===== config.mk =====
export PLATFORM = sky130hd
export DESIGN_NAME = serial_subtractor_flat
export DESIGN_NICKNAME = d
export VERILOG_FILES = /design/src/rtl/serial_subtractor_pkg.sv /design/src/rtl/serial_subtractor_if.sv /design/src/rtl/serial_subtractor_fs_cell.sv /design/src/rtl/serial_subtractor.sv /design/src/flat_wrapper.sv
export SDC_FILE = /design/constraint.sdc
export NUM_CORES = 1
export LEC_CHECK = 0
export ABC_AREA = 1
export ABC_CLOCK_PERIOD_IN_PS = 3850
export CAP_MARGIN = 20
export CORE_ASPECT_RATIO = 1.1
export CORE_MARGIN = 5
export CORE_UTILIZATION = 40
export CTS_BUF_LIST = sky130_fd_sc_hd__clkbuf_16
export DETAILED_ROUTE_END_ITERATION = 12
export GPL_TIMING_DRIVEN = 1
export PLACE_DENSITY_LB_ADDON = 0.1
export SLEW_MARGIN = 20
export SYNTH_ARGS = -nofsm -noshare
export SYNTH_HDL_FRONTEND = slang
export SYNTH_HIERARCHICAL = 1
export SYNTH_SLANG_ARGS = --single-unit

===== constraint.sdc =====
create_clock -name clk -period 3.85 [get_ports clk]
set_input_delay 0.77 -clock clk [delete_from_list [all_inputs] [get_ports clk]]
set_output_delay 0.77 -clock clk [all_outputs]
set_load 0.1 [all_outputs]

===== src/rtl/serial_subtractor_pkg.sv =====
// Shared types and helpers for the serial subtractor: FSM state encoding and step count.
package serial_subtractor_pkg;

  typedef enum logic [1:0] {
    IDLE = 2'd0,
    RUN  = 2'd1,
    DONE = 2'd2
  } state_t;

  function automatic int calc_steps(input int width, input int digit);
    return width / digit;
  endfunction

endpackage


===== src/rtl/serial_subtractor_if.sv =====
// Start/ready/valid handshake bundle for the serial subtractor (operands in, result out).
interface serial_subtractor_if #(
  parameter int WIDTH = 8
);

  logic             start;
  logic [WIDTH-1:0] a;
  logic [WIDTH-1:0] b;
  logic             bin;
  logic             ready;
  logic             busy;
  logic             valid;
  logic [WIDTH-1:0] diff;
  logic             bout;

  modport master (
    output start, a, b, bin,
    input  ready, busy, valid, diff, bout
  );

  modport slave (
    input  start, a, b, bin,
    output ready, busy, valid, diff, bout
  );

endinterface


===== src/rtl/serial_subtractor_fs_cell.sv =====
// One-bit full subtractor: diff = a - b - bin with borrow out.
module fs_cell (
  input  logic a,
  input  logic b,
  input  logic bin,
  output logic diff,
  output logic bout
);

  assign diff = a ^ b ^ bin;
  assign bout = (~a & b) | (~(a ^ b) & bin);

endmodule


===== src/rtl/serial_subtractor.sv =====
// Multi-cycle a - b - bin, DIGIT bits per clock through chained fs_cell instances.
// Optional build macro SERIAL_SUBTRACTOR_SAT_EN: clamp diff to zero when the final borrow is set.
module serial_subtractor
  import serial_subtractor_pkg::*;
#(
  parameter int WIDTH = 8,
  parameter int DIGIT = 1
) (
  input logic               clk,
  input logic               rst_n,
  serial_subtractor_if.slave bus
);

  localparam int STEPS = calc_steps(WIDTH, DIGIT);
  localparam int CNT_W = (STEPS > 1) ? $clog2(STEPS) : 1;
  localparam logic [CNT_W-1:0] LAST_STEP = CNT_W'(STEPS - 1);

  if (WIDTH < 1 || DIGIT < 1 || DIGIT > WIDTH || (WIDTH % DIGIT) != 0) begin : g_bad_cfg
    $error("serial_subtractor: WIDTH must be a positive multiple of DIGIT");
  end

  state_t           state_q, state_d;
  logic [CNT_W-1:0] cnt_q, cnt_d;
  logic [WIDTH-1:0] a_sh_q, a_sh_d;
  logic [WIDTH-1:0] b_sh_q, b_sh_d;
  logic             borrow_q, borrow_d;
  logic [WIDTH-1:0] diff_q, diff_d;
  logic             bout_q, bout_d;

  logic [DIGIT:0]   chain;
  logic [DIGIT-1:0] digit_diff;
  logic [WIDTH-1:0] a_next;
  logic [WIDTH-1:0] b_next;

  assign chain[0] = borrow_q;

  for (genvar gi = 0; gi < DIGIT; gi++) begin : g_cell
    fs_cell u_cell (
      .a    (a_sh_q[gi]),
      .b    (b_sh_q[gi]),
      .bin  (chain[gi]),
      .diff (digit_diff[gi]),
      .bout (chain[gi+1])
    );
  end

  // The minuend register doubles as the result register: each finished digit
  // enters at the MSB end as the consumed minuend bits leave at the LSB end.
  if (DIGIT == WIDTH) begin : g_single_step
    assign a_next = digit_diff;
    assign b_next = '0;
  end else begin : g_multi_step
    assign a_next = {digit_diff, a_sh_q[WIDTH-1:DIGIT]};
    assign b_next = {{DIGIT{1'b0}}, b_sh_q[WIDTH-1:DIGIT]};
  end

  always_comb begin
    state_d  = state_q;
    cnt_d    = cnt_q;
    a_sh_d   = a_sh_q;
    b_sh_d   = b_sh_q;
    borrow_d = borrow_q;
    diff_d   = diff_q;
    bout_d   = bout_q;
    case (state_q)
      IDLE: begin
        if (bus.start) begin
          a_sh_d   = bus.a;
          b_sh_d   = bus.b;
          borrow_d = bus.bin;
          cnt_d    = '0;
          state_d  = RUN;
        end
      end
      RUN: begin
        a_sh_d   = a_next;
        b_sh_d   = b_next;
        borrow_d = chain[DIGIT];
        cnt_d    = cnt_q + CNT_W'(1);
        if (cnt_q == LAST_STEP) begin
          state_d = DONE;
          bout_d  = chain[DIGIT];
`ifdef SERIAL_SUBTRACTOR_SAT_EN
          diff_d  = chain[DIGIT] ? '0 : a_next;
`else
          diff_d  = a_next;
`endif
        end
      end
      DONE:    state_d = IDLE;
      default: state_d = IDLE;
    endcase
  end

  always_ff @(posedge clk or negedge rst_n) begin
    if (!rst_n) begin
      state_q  <= IDLE;
      cnt_q    <= '0;
      a_sh_q   <= '0;
      b_sh_q   <= '0;
      borrow_q <= 1'b0;
      diff_q   <= '0;
      bout_q   <= 1'b0;
    end else begin
      state_q  <= state_d;
      cnt_q    <= cnt_d;
      a_sh_q   <= a_sh_d;
      b_sh_q   <= b_sh_d;
      borrow_q <= borrow_d;
      diff_q   <= diff_d;
      bout_q   <= bout_d;
    end
  end

  assign bus.ready = (state_q == IDLE);
  assign bus.busy  = (state_q != IDLE);
  assign bus.valid = (state_q == DONE);
  assign bus.diff  = diff_q;
  assign bus.bout  = bout_q;

endmodule


===== src/flat_wrapper.sv =====
// flat-port wrapper written by rule: the top's interface ports become plain ports
module serial_subtractor_flat import serial_subtractor_pkg::*;
#(
  parameter int WIDTH = 8,
  parameter int DIGIT = 1
)
  (clk, rst_n, bus_start, bus_a, bus_b, bus_bin, bus_ready, bus_busy, bus_valid, bus_diff, bus_bout);
  serial_subtractor_if #(.WIDTH(WIDTH)) bus_i ();
  input logic clk;
  input logic rst_n;
  input wire logic [$bits(bus_i.start)-1:0] bus_start;
  input wire logic [$bits(bus_i.a)-1:0] bus_a;
  input wire logic [$bits(bus_i.b)-1:0] bus_b;
  input wire logic [$bits(bus_i.bin)-1:0] bus_bin;
  output wire logic [$bits(bus_i.ready)-1:0] bus_ready;
  output wire logic [$bits(bus_i.busy)-1:0] bus_busy;
  output wire logic [$bits(bus_i.valid)-1:0] bus_valid;
  output wire logic [$bits(bus_i.diff)-1:0] bus_diff;
  output wire logic [$bits(bus_i.bout)-1:0] bus_bout;
  assign bus_i.start = bus_start;
  assign bus_i.a = bus_a;
  assign bus_i.b = bus_b;
  assign bus_i.bin = bus_bin;
  assign bus_ready = bus_i.ready;
  assign bus_busy = bus_i.busy;
  assign bus_valid = bus_i.valid;
  assign bus_diff = bus_i.diff;
  assign bus_bout = bus_i.bout;
  serial_subtractor #(.WIDTH(WIDTH), .DIGIT(DIGIT)) u_core (.clk(clk), .rst_n(rst_n), .bus(bus_i));
endmodule

Yosys cells after proc, flatten, opt, wreduce, memory -nomap -nowiden
Cells that the tools add are included.
{"block": "totals", "inputBits": 20, "wordCells": 37, "output_inout_bits": 12, "regBits": 31}
{"block": "op_classes", "n_bitwise": 7, "n_mux": 11, "addsub": 1, "n_reduce_logical": 6, "eq_ne": 5}
{"op": "$pmux 8 s2", "count": 2}
{"op": "$mux 8", "count": 2}
{"op": "$pmux 3 s2", "count": 1}
{"op": "$reduce_and 2->1", "count": 3}
{"op": "$mux 2", "count": 2}
{"op": "$pmux 2 s2", "count": 1}
{"op": "$reduce_bool 2->1", "count": 2}
{"op": "$add 3x1->3 const B", "count": 1}
{"op": "$eq 3x3->1 const B", "count": 1}
{"op": "$mux 3", "count": 1}
{"op": "$and 1x1->1", "count": 2}
{"op": "$eq 2x1->1 const B", "count": 1}
{"op": "$eq 2x2->1 const B", "count": 1}
{"op": "$logic_not 2->1", "count": 1}
{"op": "$ne 2x1->1 const B", "count": 1}
{"op": "$ne 2x2->1 const B", "count": 1}
{"op": "$not 1->1", "count": 2}
{"op": "$pmux 1 s2", "count": 1}
{"op": "$xor 1x1->1", "count": 2}
{"op": "$mux 1", "count": 1}
{"op": "$or 1x1->1", "count": 1}

Depth between registers and ports, before layout
{"block": "depth", "word_depth": 5, "depth_mapped": 7, "mapped_depth_nobuf": 7}

By module
The synthesis kept the hierarchy.
{"module": "serial_subtractor", "seq_area_each_um2": 775.7, "instances": 1, "area_each_um2": 1531.5, "cells_each": 192}
{"module": "fs_cell", "seq_area_each_um2": 0.0, "instances": 1, "area_each_um2": 31.3, "cells_each": 4}

Worst setup path before layout
OpenSTA, ideal clock, no wires.
{"block": "synth_timing", "path_type": "reg-to-output", "startpoint": "register u_core.state_q[0]", "endpoint": "output port bus_busy", "arrival_ns": 2.838, "required_ns": 3.080, "n_path_buf": 1, "path_slack_ns": 0.242, "path_stages_with_launch": 4, "cell_sequence": "dfrtp_1 -> buf_2 -> nor2_1 -> inv_1"}
{"block": "synth_via", "elab_chain_cells": 1}
{"element": "start: declaration", "line_no": "serial_subtractor.sv:22", "rtl": "state_t state_q, state_d;"}
{"element": "start signal: assignment", "line_no": "serial_subtractor.sv:105", "rtl": "state_q <= state_d;"}
{"element": "$reduce_bool 2->1", "line_no": "serial_subtractor.sv:116", "rtl": "assign bus.busy = (state_q != IDLE);"}
{"element": "end: declaration", "line_no": "flat_wrapper.sv:16", "rtl": "output wire logic [$bits(bus_i.busy)-1:0] bus_busy;"}
Every way passes these cells.

Worst setup path after layout
{"block": "layout_timing", "startpoint": "register u_core.diff_q[3], in the netlist u_core/bus.diff[3]", "endpoint": "output port bus_diff[3]"}
{"element": "start: declaration", "line_no": "serial_subtractor.sv:27", "rtl": "logic [WIDTH-1:0] diff_q, diff_d;"}
{"element": "start signal: assignment", "line_no": "serial_subtractor.sv:110", "rtl": "diff_q <= diff_d;"}
{"element": "end: declaration", "line_no": "flat_wrapper.sv:18", "rtl": "output wire logic [$bits(bus_i.diff)-1:0] bus_diff;"}
No word-level cell between the ends.

==> impl_metrics.yaml <==
setup_path:
  crit_family: "buffers and inverters"
  cp_slowest_cell: "clkdlybuf4s50_1"
  cp.depth: 1
  critical_path_class: "flop to output port"
  startpoint_type: "flop"
  r2r_slack_ns: 2.07
  crit_buf_inv: 1
  reg2reg_to: "u_core/bus.diff[1]"
  slowest_delay_ns: 1.14
  arrival_ns: 1.76
  r2r_start: "u_core/state_q[0]"
  path_cells: "clkdlybuf4s50_1"
  endpoint_kind: "output port"
  cp-endpoint: "bus_diff[3]"
  crit_required_ns: 3.08
  r2r_cells: 5
  cp_max_fo: 2
  startpoint: "u_core/bus.diff[3]"
finish:
  diodes: 0
  fin_cells: 280
  multiInputGateArea_um2: 577
  final_core_util: 0.551
  area_growth_pct: 31.0
  drive_gt1_frac: 0.113
  nNetsFinal: 252
  fillCellCount: 342
  final_area_mm2: 0.00205
  seq_area_um2: 776
place:
  io_buffers: 31
  gp_congestion: 0.738
  dpl.cell_count: 272
  placedInstanceArea_mm2: 0.00188
  dp_hpwl_um: 2060
sta:
  setup_violations: 0
  fin_crit_ns: 2.53
  worst_pin_slew_ns: 0.966
  fmax_mhz: 396
  post-route-period-util: 0.656
  clock_skew_ns: 0.00244
  finalHoldViolations: 0
  rsz0062_at_grt: "no"
  slew_headroom: 0.354
  setup_tns_ns: 0
  final_max_slew_viol_count: 0
floorplan:
  rows: 23
  start_util: 0.421
  die_height_um: 75.6
  die_area_mm2: 0.00526
  placeableCoreArea_mm2: 0.00371
  die_width_um: 69.6
  boundaryPins: 32
status:
  status: "finished, final reports clean"
route:
  vias_per_cell: 4.44
  wl_per_cell_um: 11.2
  antenna_left: 0
  drcViolationCount: 0
  vias: 1242
  drt_iter0_drc: 83
  wl_um: 3140
  drt_first_pass_iters: 4
clock_tree:
  cts_setup_buffers: 0
  clock-root-buffer: "clkbuf_16"
  numClockSinks: 31
  cts_resized: 0
  cts.reportedPaths.clkPinSlew_ns: 0.05
  hold_buffers: 0
  cts_buffer_depth: 2
  cts_tree: "yes"
  insertion_delay_ns: 0.27
  h-tree-depth: 2
  cts_made_buffers: 5
synthesis:
  postSynthCellCount: 196
  syn_avg_cell_area_um2: 7.97
  ys_seq_area_frac: 0.496
  synth_cell_type_count: 18
  yosys_register_bits: 31
  synth_area_mm2: 0.00156
  syn-num-nets: 219
  ys_warn_count: 6
global_route:
  grt_overflow: 0
  grt_pass1_vias: 1297
  grt_max_degree: 32
  grtUsageTotal: 0.137
  grt_pass1_wl_um: 5580
  antenna_found_initial: 0
hold_path:
  hold_class: "flop to flop"
pwr:
  ir_drop_mv: 0.597
  power_density_mw_per_mm2: 965
  leakage_nw: 1.12
run:
  drv_cap: 0
[cells by family after synthesis]
group,after synthesis,synth area share
compound gates,12,0.0600
fa+ha+maj,3,0.0288
buf+inv,46,0.135
simple gates,104,0.280
flops,31,0.496
[where the power goes]
| group | switching, mW | internal, mW |
|---|---|---|
| clock network | 0.136 | 0.301 |
| registers | 0.0946 | 0.478 |
| logic | 0.690 | 0.275 |
| total | 0.920 | 1.05 |
[worst min-delay path: stages, from the launching register on]
cell,delay [ns]
dfrtp_1,0.33
nand2_1,0.05
nand2_1,0.06
[cell type report]
class	instances	area share
flip-flops and latches	31	0.379
multi-input cells	119	0.282
repair buffers	32	0.152
inverters	40	0.0770
clock buffers	5	0.0611
well taps	50	0.0306
clock inverters	3	0.0189
[stage by stage]
stage                     hold slack (ns)  worst slack [ns]  power [mW]
after floorplan                     0.446             0.242        1.35
after global placement              0.459              1.63        1.53
after detailed placement            0.465              1.60        1.55
after CTS                           0.479              1.30        2.00
after global routing                0.495              1.28        2.12
final                               0.475              1.32        1.97
[metal layers]
layer	global-route usage	share of wire	wire [um]
met1	0.147	0.44	1370
met2	0.240	0.48	1510
met3	0.0554	0.064	200
met4	0.0629	0.018	57
met5	0	0	0
[worst min-delay path by stage]
stage,startpoint,endpoint,cells after the start
final,u_core/b_sh_q[4],u_core/b_sh_q[4],2
after global routing,u_core/cnt_q[0],u_core/cnt_q[0],1
after CTS,u_core/b_sh_q[1],u_core/b_sh_q[1],2
after detailed placement,u_core/b_sh_q[1],u_core/b_sh_q[1],2
after global placement,u_core/cnt_q[1],u_core/cnt_q[1],2
after floorplan,u_core/cnt_q[1],u_core/cnt_q[1],2
[placed cells by master (no fill, tap or decap), types with 2 or more instances in the layout]
master | Yosys | routed
dfrtp_1 | 31 | 31
buf_4 | 0 | 4
o21ai_2 | 9 | 9
clkdlybuf4s50_1 | 0 | 28
clkbuf_16 | 0 | 5
a21oi_1 | 2 | 2
nand2_1 | 79 | 79
ha_1 | 2 | 2
inv_1 | 38 | 38
nor2_1 | 3 | 3
nand2_4 | 2 | 2
nand3_1 | 18 | 18
[registers in the layout, indices dropped and copies added (netlist names)]
name,cells
u_core/bus.bout,1
u_core/bus.diff,8
u_core/borrow_q,1
u_core/a_sh_q,8
u_core/cnt_q,3
u_core/state_q,2
u_core/b_sh_q,8
[cells in the mapped netlist]
library cell,number,area share
a21oi_1,2,0.0064
buf_8,1,0.0096
buf_6,2,0.014
inv_1,38,0.091
nand3_1,18,0.058
ha_1,2,0.016
nand2_4,2,0.014
inv_8,1,0.0072
o21ai_0,1,0.0032
dfrtp_1,31,0.50
buf_2,3,0.0096
inv_2,1,0.0024
nand2_2,1,0.0040
nand2_1,79,0.19
fa_1,1,0.013
nor2_1,3,0.0072
nor2_4,1,0.0072
o21ai_2,9,0.050
No activity file was read; power rests on OpenSTA's default activity.
